### src/rtl/frame_de_decoder_pkg.sv
// Shared widths, state encodings and helpers for the data-enable frame decoder.
package frame_de_decoder_pkg;

  localparam int PIX_W = 4;
  localparam int GAP_W = 8;

  localparam logic [1:0] ST_SEARCH   = 2'd0;
  localparam logic [1:0] ST_WAIT_SOF = 2'd1;
  localparam logic [1:0] ST_ACTIVE   = 2'd2;
  localparam logic [1:0] ST_GAP      = 2'd3;

  typedef enum logic [1:0] {
    SEARCH   = ST_SEARCH,
    WAIT_SOF = ST_WAIT_SOF,
    ACTIVE   = ST_ACTIVE,
    GAP      = ST_GAP
  } state_t;

  function automatic logic [PIX_W-1:0] sat_inc_pix(input logic [PIX_W-1:0] v);
    return (&v) ? v : v + PIX_W'(1);
  endfunction

endpackage

### src/rtl/frame_de_decoder_sat_counter.sv
// Saturating up-counter; clr together with inc restarts the count at 1.
module sat_counter #(
  parameter int W = 4
) (
  input  logic         clk,
  input  logic         rst,
  input  logic         clr,
  input  logic         inc,
  output logic [W-1:0] q
);

  always_ff @(posedge clk) begin
    if (rst)
      q <= '0;
    else if (clr)
      q <= {{(W-1){1'b0}}, inc};
    else if (inc && !(&q))
      q <= q + W'(1);
  end

endmodule

### src/rtl/frame_de_decoder.sv
// Recovers line/frame structure from a data-enable strobe, emits pixel
// coordinates and markers, and checks line length and lines per frame.
module frame_de_decoder
  import frame_de_decoder_pkg::*;
#(
  parameter int H_ACTIVE  = 5,
  parameter int V_ACTIVE  = 10,
  parameter int GAP_FRAME = 16
) (
  input  logic             clk,
  input  logic             rst,
  input  logic             en,
  input  logic             de,
  output logic             pix_valid,
  output logic [PIX_W-1:0] x,
  output logic [PIX_W-1:0] y,
  output logic             sol,
  output logic             sof,
  output logic             eof,
  output logic             h_err,
  output logic             v_err,
  output logic [PIX_W-1:0] lines_seen,
  output logic             locked
);

  localparam logic [GAP_W-1:0] GAP_LIM = GAP_W'(GAP_FRAME);
  localparam logic [PIX_W-1:0] H_EXP   = PIX_W'(H_ACTIVE);
  localparam logic [PIX_W-1:0] V_EXP   = PIX_W'(V_ACTIVE);

  state_t             state;
  logic [GAP_W-1:0]   gap_cnt, gap_next;
  logic [PIX_W-1:0]   run_len, line_cnt;
  logic               h_seen;
  logic               start_frame, start_line, run_end, frame_end, h_bad, v_bad;

  always_comb begin
    gap_next    = (&gap_cnt) ? gap_cnt : gap_cnt + GAP_W'(1);
    start_frame = (state == WAIT_SOF) && de;
    start_line  = (state == GAP) && de;
    run_end     = (state == ACTIVE) && !de;
    // A gap that already qualifies on the falling sample still ends the frame.
    frame_end   = !de && ((state == ACTIVE) || (state == GAP)) && (gap_next >= GAP_LIM);
    h_bad       = run_end && (run_len != H_EXP);
    v_bad       = frame_end && (line_cnt != V_EXP);
  end

  sat_counter #(.W(GAP_W)) u_gap_cnt (
    .clk (clk),
    .rst (rst),
    .clr (!en || de),
    .inc (en && !de),
    .q   (gap_cnt)
  );

  sat_counter #(.W(PIX_W)) u_run_len (
    .clk (clk),
    .rst (rst),
    .clr (!en || start_frame || start_line),
    .inc (en && de && (start_frame || start_line || (state == ACTIVE))),
    .q   (run_len)
  );

  sat_counter #(.W(PIX_W)) u_line_cnt (
    .clk (clk),
    .rst (rst),
    .clr (!en || start_frame),
    .inc (en && (start_frame || start_line)),
    .q   (line_cnt)
  );

  always_ff @(posedge clk) begin
    if (rst || !en) begin
      state      <= SEARCH;
      pix_valid  <= 1'b0;
      x          <= '0;
      y          <= '0;
      sol        <= 1'b0;
      sof        <= 1'b0;
      eof        <= 1'b0;
      h_err      <= 1'b0;
      v_err      <= 1'b0;
      lines_seen <= '0;
      locked     <= 1'b0;
      h_seen     <= 1'b0;
    end else begin
      pix_valid <= 1'b0;
      sol       <= 1'b0;
      sof       <= 1'b0;
      eof       <= 1'b0;
      h_err     <= 1'b0;
      v_err     <= 1'b0;
      unique case (state)
        SEARCH: begin
          if (!de && (gap_next >= GAP_LIM)) state <= WAIT_SOF;
        end
        WAIT_SOF: begin
          if (de) begin
            state     <= ACTIVE;
            sof       <= 1'b1;
            sol       <= 1'b1;
            pix_valid <= 1'b1;
            x         <= '0;
            y         <= '0;
            h_seen    <= 1'b0;
          end
        end
        ACTIVE: begin
          if (de) begin
            pix_valid <= 1'b1;
            x         <= sat_inc_pix(x);
          end else begin
            state <= GAP;
            h_err <= h_bad;
            if (h_bad) begin
              locked <= 1'b0;
              h_seen <= 1'b1;
            end
          end
        end
        GAP: begin
          if (de) begin
            state     <= ACTIVE;
            sol       <= 1'b1;
            pix_valid <= 1'b1;
            x         <= '0;
            y         <= sat_inc_pix(y);
          end
        end
        default: state <= SEARCH;
      endcase
      if (frame_end) begin
        state      <= WAIT_SOF;
        eof        <= 1'b1;
        v_err      <= v_bad;
        lines_seen <= line_cnt;
        locked     <= !v_bad && !h_seen && !h_bad;
      end
    end
  end

endmodule

### config.mk
export PLATFORM = sky130hd
export DESIGN_NAME = frame_de_decoder
export DESIGN_NICKNAME = d
export VERILOG_FILES = /design/src/rtl/frame_de_decoder_pkg.sv /design/src/rtl/frame_de_decoder_sat_counter.sv /design/src/rtl/frame_de_decoder.sv
export SDC_FILE = /design/constraint.sdc
export NUM_CORES = 1
export LEC_CHECK = 0
export BUFFER_PORTS_ARGS = -buffer_cell sky130_fd_sc_hd__clkbuf_2
export CAP_MARGIN = 20
export CORE_ASPECT_RATIO = 1.4
export CORE_MARGIN = 2
export CORE_UTILIZATION = 40
export DETAILED_ROUTE_END_ITERATION = 6
export PLACE_DENSITY = 0.6
export SLEW_MARGIN = 30
export SYNTH_ARGS = -nofsm -noshare
export SYNTH_HDL_FRONTEND = slang
export SYNTH_HIERARCHICAL = 1
export SYNTH_SLANG_ARGS = --single-unit
### constraint.sdc
create_clock -name clk -period 4.5 [get_ports clk]
set_input_delay 1.125 -clock clk [delete_from_list [all_inputs] [get_ports clk]]
set_output_delay 1.125 -clock clk [all_outputs]
set_load 0.03 [all_outputs]
Word-level counts from Yosys, hierarchy flattened:

Cells that the tools add are included.

* word-level logic and storage cells: 140
* bits of input ports: 4
* bits in registers: 38
* output and inout bits: 19

* $add $sub $neg: 5
* reductions and logical operators: 63
* multiplexer cells: 29
* equal/unequal tests: 18
* bitwise logic cells: 5
* magnitude comparators: 1

Operator list (count)
* $reduce_and A4 Y1: 7
* $mux W4: 5
* $reduce_or A2 Y1: 9
* $logic_and A1 B1 Y1: 17
* $add A4 B1 Y4 const B: 4
* $mux W1: 16
* $ne A2 B2 Y1 const B: 8
* $pmux W4 S2: 2
* $reduce_bool A2 Y1: 8
* $reduce_and A3 Y1: 3
* $add A8 B1 Y8 const B: 1
* $ge A8 B5 Y1 const B: 1
* $logic_not A1 Y1: 8
* $mux W8: 1
* $reduce_and A8 Y1: 1
* $logic_or A1 B1 Y1: 7
* $mux W2: 3
* $ne A3 B3 Y1 const B: 2
* $pmux W2 S3: 1
* $reduce_or A3 Y1: 2
* $not A1 Y1: 5
* $eq A2 B2 Y1 const B: 2
* $ne A2 B1 Y1 const B: 2
* $ne A4 B3 Y1 const B: 1
* other kinds (5): 5

Longest topological paths before layout:

* depth after elaboration: 9
* gate-level depth with buffers: 7

Hierarchy:

Netlist, hierarchy kept.

By module, submodules not included
* frame_de_decoder: area an instance 1009.7 µm², cells each 116, instances 1, seq. area each 440.4 µm²
* sat_counter at u_gap_cnt: area an instance 430.4 µm², cells each 50, instances 1, seq. area each 160.2 µm²
* sat_counter at u_line_cnt ...: area an instance 203.9 µm², cells each 25, instances 2, seq. area each 80.1 µm²

Worst setup path before layout:

Ideal clock, no wire load.

* kind: input to register
* from: input port de
* to: register u_gap_cnt.q[7]
* path buffers: 2
* setup slack: 2121 ps
* data arrival time: 2309 ps
* stages: 7
* cells stage by stage: buf_6 > nand2b_1 > inv_1 > buf_2 > nand4_2 > or4_1 > a21oi_1

* longest elaborated chain between the ends: 3

Ends and longest elaborated chain
* start, declared: RTL line frame_de_decoder.sv:13 `input logic de,`
* $logic_not A1 Y1: RTL line frame_de_decoder.sv:51 `.inc (en && !de),`
* $logic_and A1 B1 Y1: RTL line frame_de_decoder.sv:51
* $logic_and A1 B1 Y1: RTL line frame_de_decoder_sat_counter.sv:17 `else if (inc && !(&q))`
* end signal, assigned: RTL line frame_de_decoder_sat_counter.sv:16 `q <= {{(W-1){1'b0}}, inc};`
* end signal, assigned: RTL line frame_de_decoder_sat_counter.sv:18 `q <= q + W'(1);`
* end, declared: RTL line frame_de_decoder_sat_counter.sv:9 `output logic [W-1:0] q`

Several ways; a longest one is shown, not always the timed one.
A chain may end at the register's enable or synchronous reset.

Final worst setup path:

Same ends and word-level chain as after synthesis.

==> out/summary.txt <==
Async set-reset flop share out of synthesis -> 0%
Die footprint -> 5190 um^2
Netlist Area Pre-Place -> 1850 um^2
Worst path cell trace -> clkbuf_2, nand2b_1, inv_1, nand4_2, or4_1, a21oi_1
Final period util -> 50.7%
Vias per std cell -> 5.61
Crit path DAT -> 2.50 ns
Routed vias -> 1,683
Critical path type -> in -> reg
Clock H-tree levels -> 2
Area grow syn2layout -> 12.2%
Clock Skews -> 0.00554 ns
Net Count, Synth -> 226
Outcome -> complete, no violations
Placed Cells -> 293
Worst-case register-to-register setup slack -> 2.59 ns
Placer Congestion -> 0.792
Delay of the slowest critical-path stage -> 0.43 ns
Hpwl dp -> 2940 um
Register area share after synthesis -> 41.2%
Starting density of the core -> 41.1%
Leak -> 0.744 nW
Fin. Hold Viols -> 0
Hold Path Sink -> h_seen
Most frequent cells in the layout -> dfxtp_1, clkbuf_2, nand2_1
Die W -> 61.4 um
Simple-Gate Fraction of Synth Area -> 29.0%
Largest family of logic cells by synthesized area -> simple AND/OR/NAND/NOR gates
Syn Inst Count -> 216
Leading cell type in the layout, fill and taps excluded -> dfxtp_1
Post-CTS Setup Bufs -> 0
CTS buffer count -> 5
PortBufs -> 22
Synth warn -> 6
Layout cell share with drive strength beyond 1 -> 14.7%
Setup TNS -> 0 ns
Largest net degree at the start of global routing -> 15
Hold path cells -> 2
Die height -> 84.4 um
WP buf/inv -> 2
Antenna violation net count after detailed routing -> 0
Multiplexer share of the synthesized area -> 2.17%
Syn Area/Cell -> 8.56 um^2
Gr usage total -> 16.7%
Post-synth EDFFs -> 0
Synthesized flop and latch total -> 38
First-pass GRT wire length -> 6870 um
Max stage delay cell, worst path -> or4_1
Worst r2r src -> u_gap_cnt/q[0]
Reg2reg end -> state[0]
Antenna violations before repair -> 0
Vias in the first global route -> 1,512
Power per cell area -> 278 nW/um^2
Clk pin slew, worst setup/hold paths -> 0.07 ns
Fillers -> 493
Hold Buf Count CTS -> 0
Peak VDD IR -> 120 uV
Crit path time final -> 2.28 ns
HP Start -> h_seen
CP endpoint kind -> register
DR DRC count -> 0
RSZ-0062 raised after global routing -> no
CTS Sinks -> 38
Measured slew at the worst slew-check pin -> 0.711 ns
Final core utilization -> 46.1%
Family with the most delay on the worst path -> simple AND/OR/NAND/NOR gates
IO Pins -> 23
Fmax -> 438 MHz
Final Setup Violations -> 0
Synth Area in Adders -> 4.06%
Synth Area in XOR/XNOR -> 1.42%
Hold slack -> 0.466 ns
Clock root buffer -> clkbuf_8
Diode count -> 0
Most used DFF post-synth -> dfxtp_1
Hold Path Class -> reg -> reg
CTS tree -> done
Crit-path max FO -> 9
Grt total ovfl -> 0
Core box area -> 4500 um^2
Max-slew violation count -> 0
Worst EP required -> 4.72 ns
Synth Area in Compound Gates -> 18.5%
Worst setup SP type -> primary input
Max_cap viols -> 0
Max-slew headroom at the worst pin -> 52.5%
CTS Buffer Depth -> 2
NumNets Final -> 248
DR pass1 iterations -> 4
FP Rows -> 29
Post-synth cell types -> 46
Clk_lat worst skew -> 0.28 ns
PostCTS Resize Cnt -> 0
Worst r2r path cells -> 5
Routed wire length -> 4050 um
Routed len/inst -> 13.5 um
Number of non-filler instances in the completed layout -> 300
Iteration-0 DRC count of the detailed router -> 155
-- area by class of cell --
type | instances | area [um^2] | area share, %
clock buffers | 5 | 68.8 | 3.32
clock inverters | 2 | 10.0 | 0.483
inverters | 7 | 26.3 | 1.27
multi-input cells | 164 | 1020 | 49.2
flip-flops and latches | 38 | 761 | 36.7
well taps | 62 | 77.6 | 3.74
repair buffers | 22 | 110 | 5.31
-- cell usage after synthesis, types with 2 or more instances --
library cell / count / share of area, %
nand2b_1: 3 / 1.0
nor3_1: 10 / 2.7
a2111oi_1: 3 / 1.6
nor4_1: 3 / 1.0
and4_2: 3 / 1.6
nand2_1: 19 / 3.9
o21ai_0: 12 / 3.2
mux2i_1: 4 / 2.2
or2_1: 2 / 0.68
nand4b_1: 2 / 0.95
nor2b_1: 3 / 1.0
or4_1: 3 / 1.2
inv_1: 6 / 1.2
buf_2: 3 / 0.81
dfxtp_1: 38 / 41
clkbuf_1: 2 / 0.41
and4_1: 3 / 1.4
a21oi_1: 17 / 4.6
nand3_1: 14 / 3.8
o41ai_1: 2 / 0.95
ha_1: 6 / 4.1
a31oi_1: 6 / 2.0
nor2_1: 17 / 3.5
a211oi_1: 6 / 2.4
and3_1: 4 / 1.4
nand4_1: 4 / 1.4
xnor2_1: 2 / 0.95
-- sequential cells by signal, summed over array words and instances (netlist names) --
name,cells
locked,1
pix_valid,1
eof,1
v_err,1
x,4
sof,1
u_gap_cnt/q,8
h_err,1
lines_seen,4
sol,1
u_line_cnt/q,4
state,2
h_seen,1
u_run_len/q,4
y,4
-- power breakdown --
group | switching (mW) | internal, mW | leakage, nW
registers | 0.00140 | 0.337 | 0.306
clock network | 0.116 | 0.104 | 0.0438
logic | 0.0131 | 0.00523 | 0.394
total | 0.131 | 0.446 | 0.744
-- cells by family after synthesis --
kind of cell / Yosys count
AO/OA/AOI/OAI: 54
XOR/XNOR: 3
adder cells (fa/ha/maj): 6
buffers and inverters: 14
flip-flops: 38
multiplexers: 4
AND/OR/NAND/NOR: 97
-- layer usage --
layer | global-route usage [%] | up-vias | wire length, um
met4 | 5.80 | 0 | 69
li1 | - | 855 | -
met5 | 0 | - | 0
met2 | 27.9 | 27 | 2050
met1 | 20.6 | 795 | 1840
met3 | 3.54 | 6 | 91
-- per-stage QoR --
stage / setup WS [ns] / area, um^2 / total power, mW
after floorplan: 2.12 / 1850 / 0.359
after CTS: 2.24 / 2070 / 0.584
after detailed placement: 1.95 / 1990 / 0.364
final: 2.22 / 2070 / 0.577
after global routing: 2.02 / 2070 / 0.597
after global placement: 2.00 / 1990 / 0.364
-- worst reg2reg max path, stage by stage (launching register included) --
cell,delay [ns]
dfxtp_1,0.47
ha_1,0.21
and3_1,0.20
nand3_1,0.09
a2111oi_1,0.66
a211oi_1,0.16
-- worst max path at each step --
| stage | from | end | slack (ns) | depth (start not counted) |
|---|---|---|---|---|
| after floorplan | de | u_gap_cnt/q[7] | 2.12 | 7 |
| after global placement | de | u_gap_cnt/q[7] | 2.00 | 6 |
| after detailed placement | de | u_gap_cnt/q[7] | 1.95 | 6 |
| after CTS | de | u_gap_cnt/q[7] | 2.24 | 6 |
| after global routing | de | u_gap_cnt/q[6] | 2.02 | 6 |
| final | de | u_gap_cnt/q[7] | 2.22 | 6 |
Note: power is estimated with default switching activity, not from simulation.
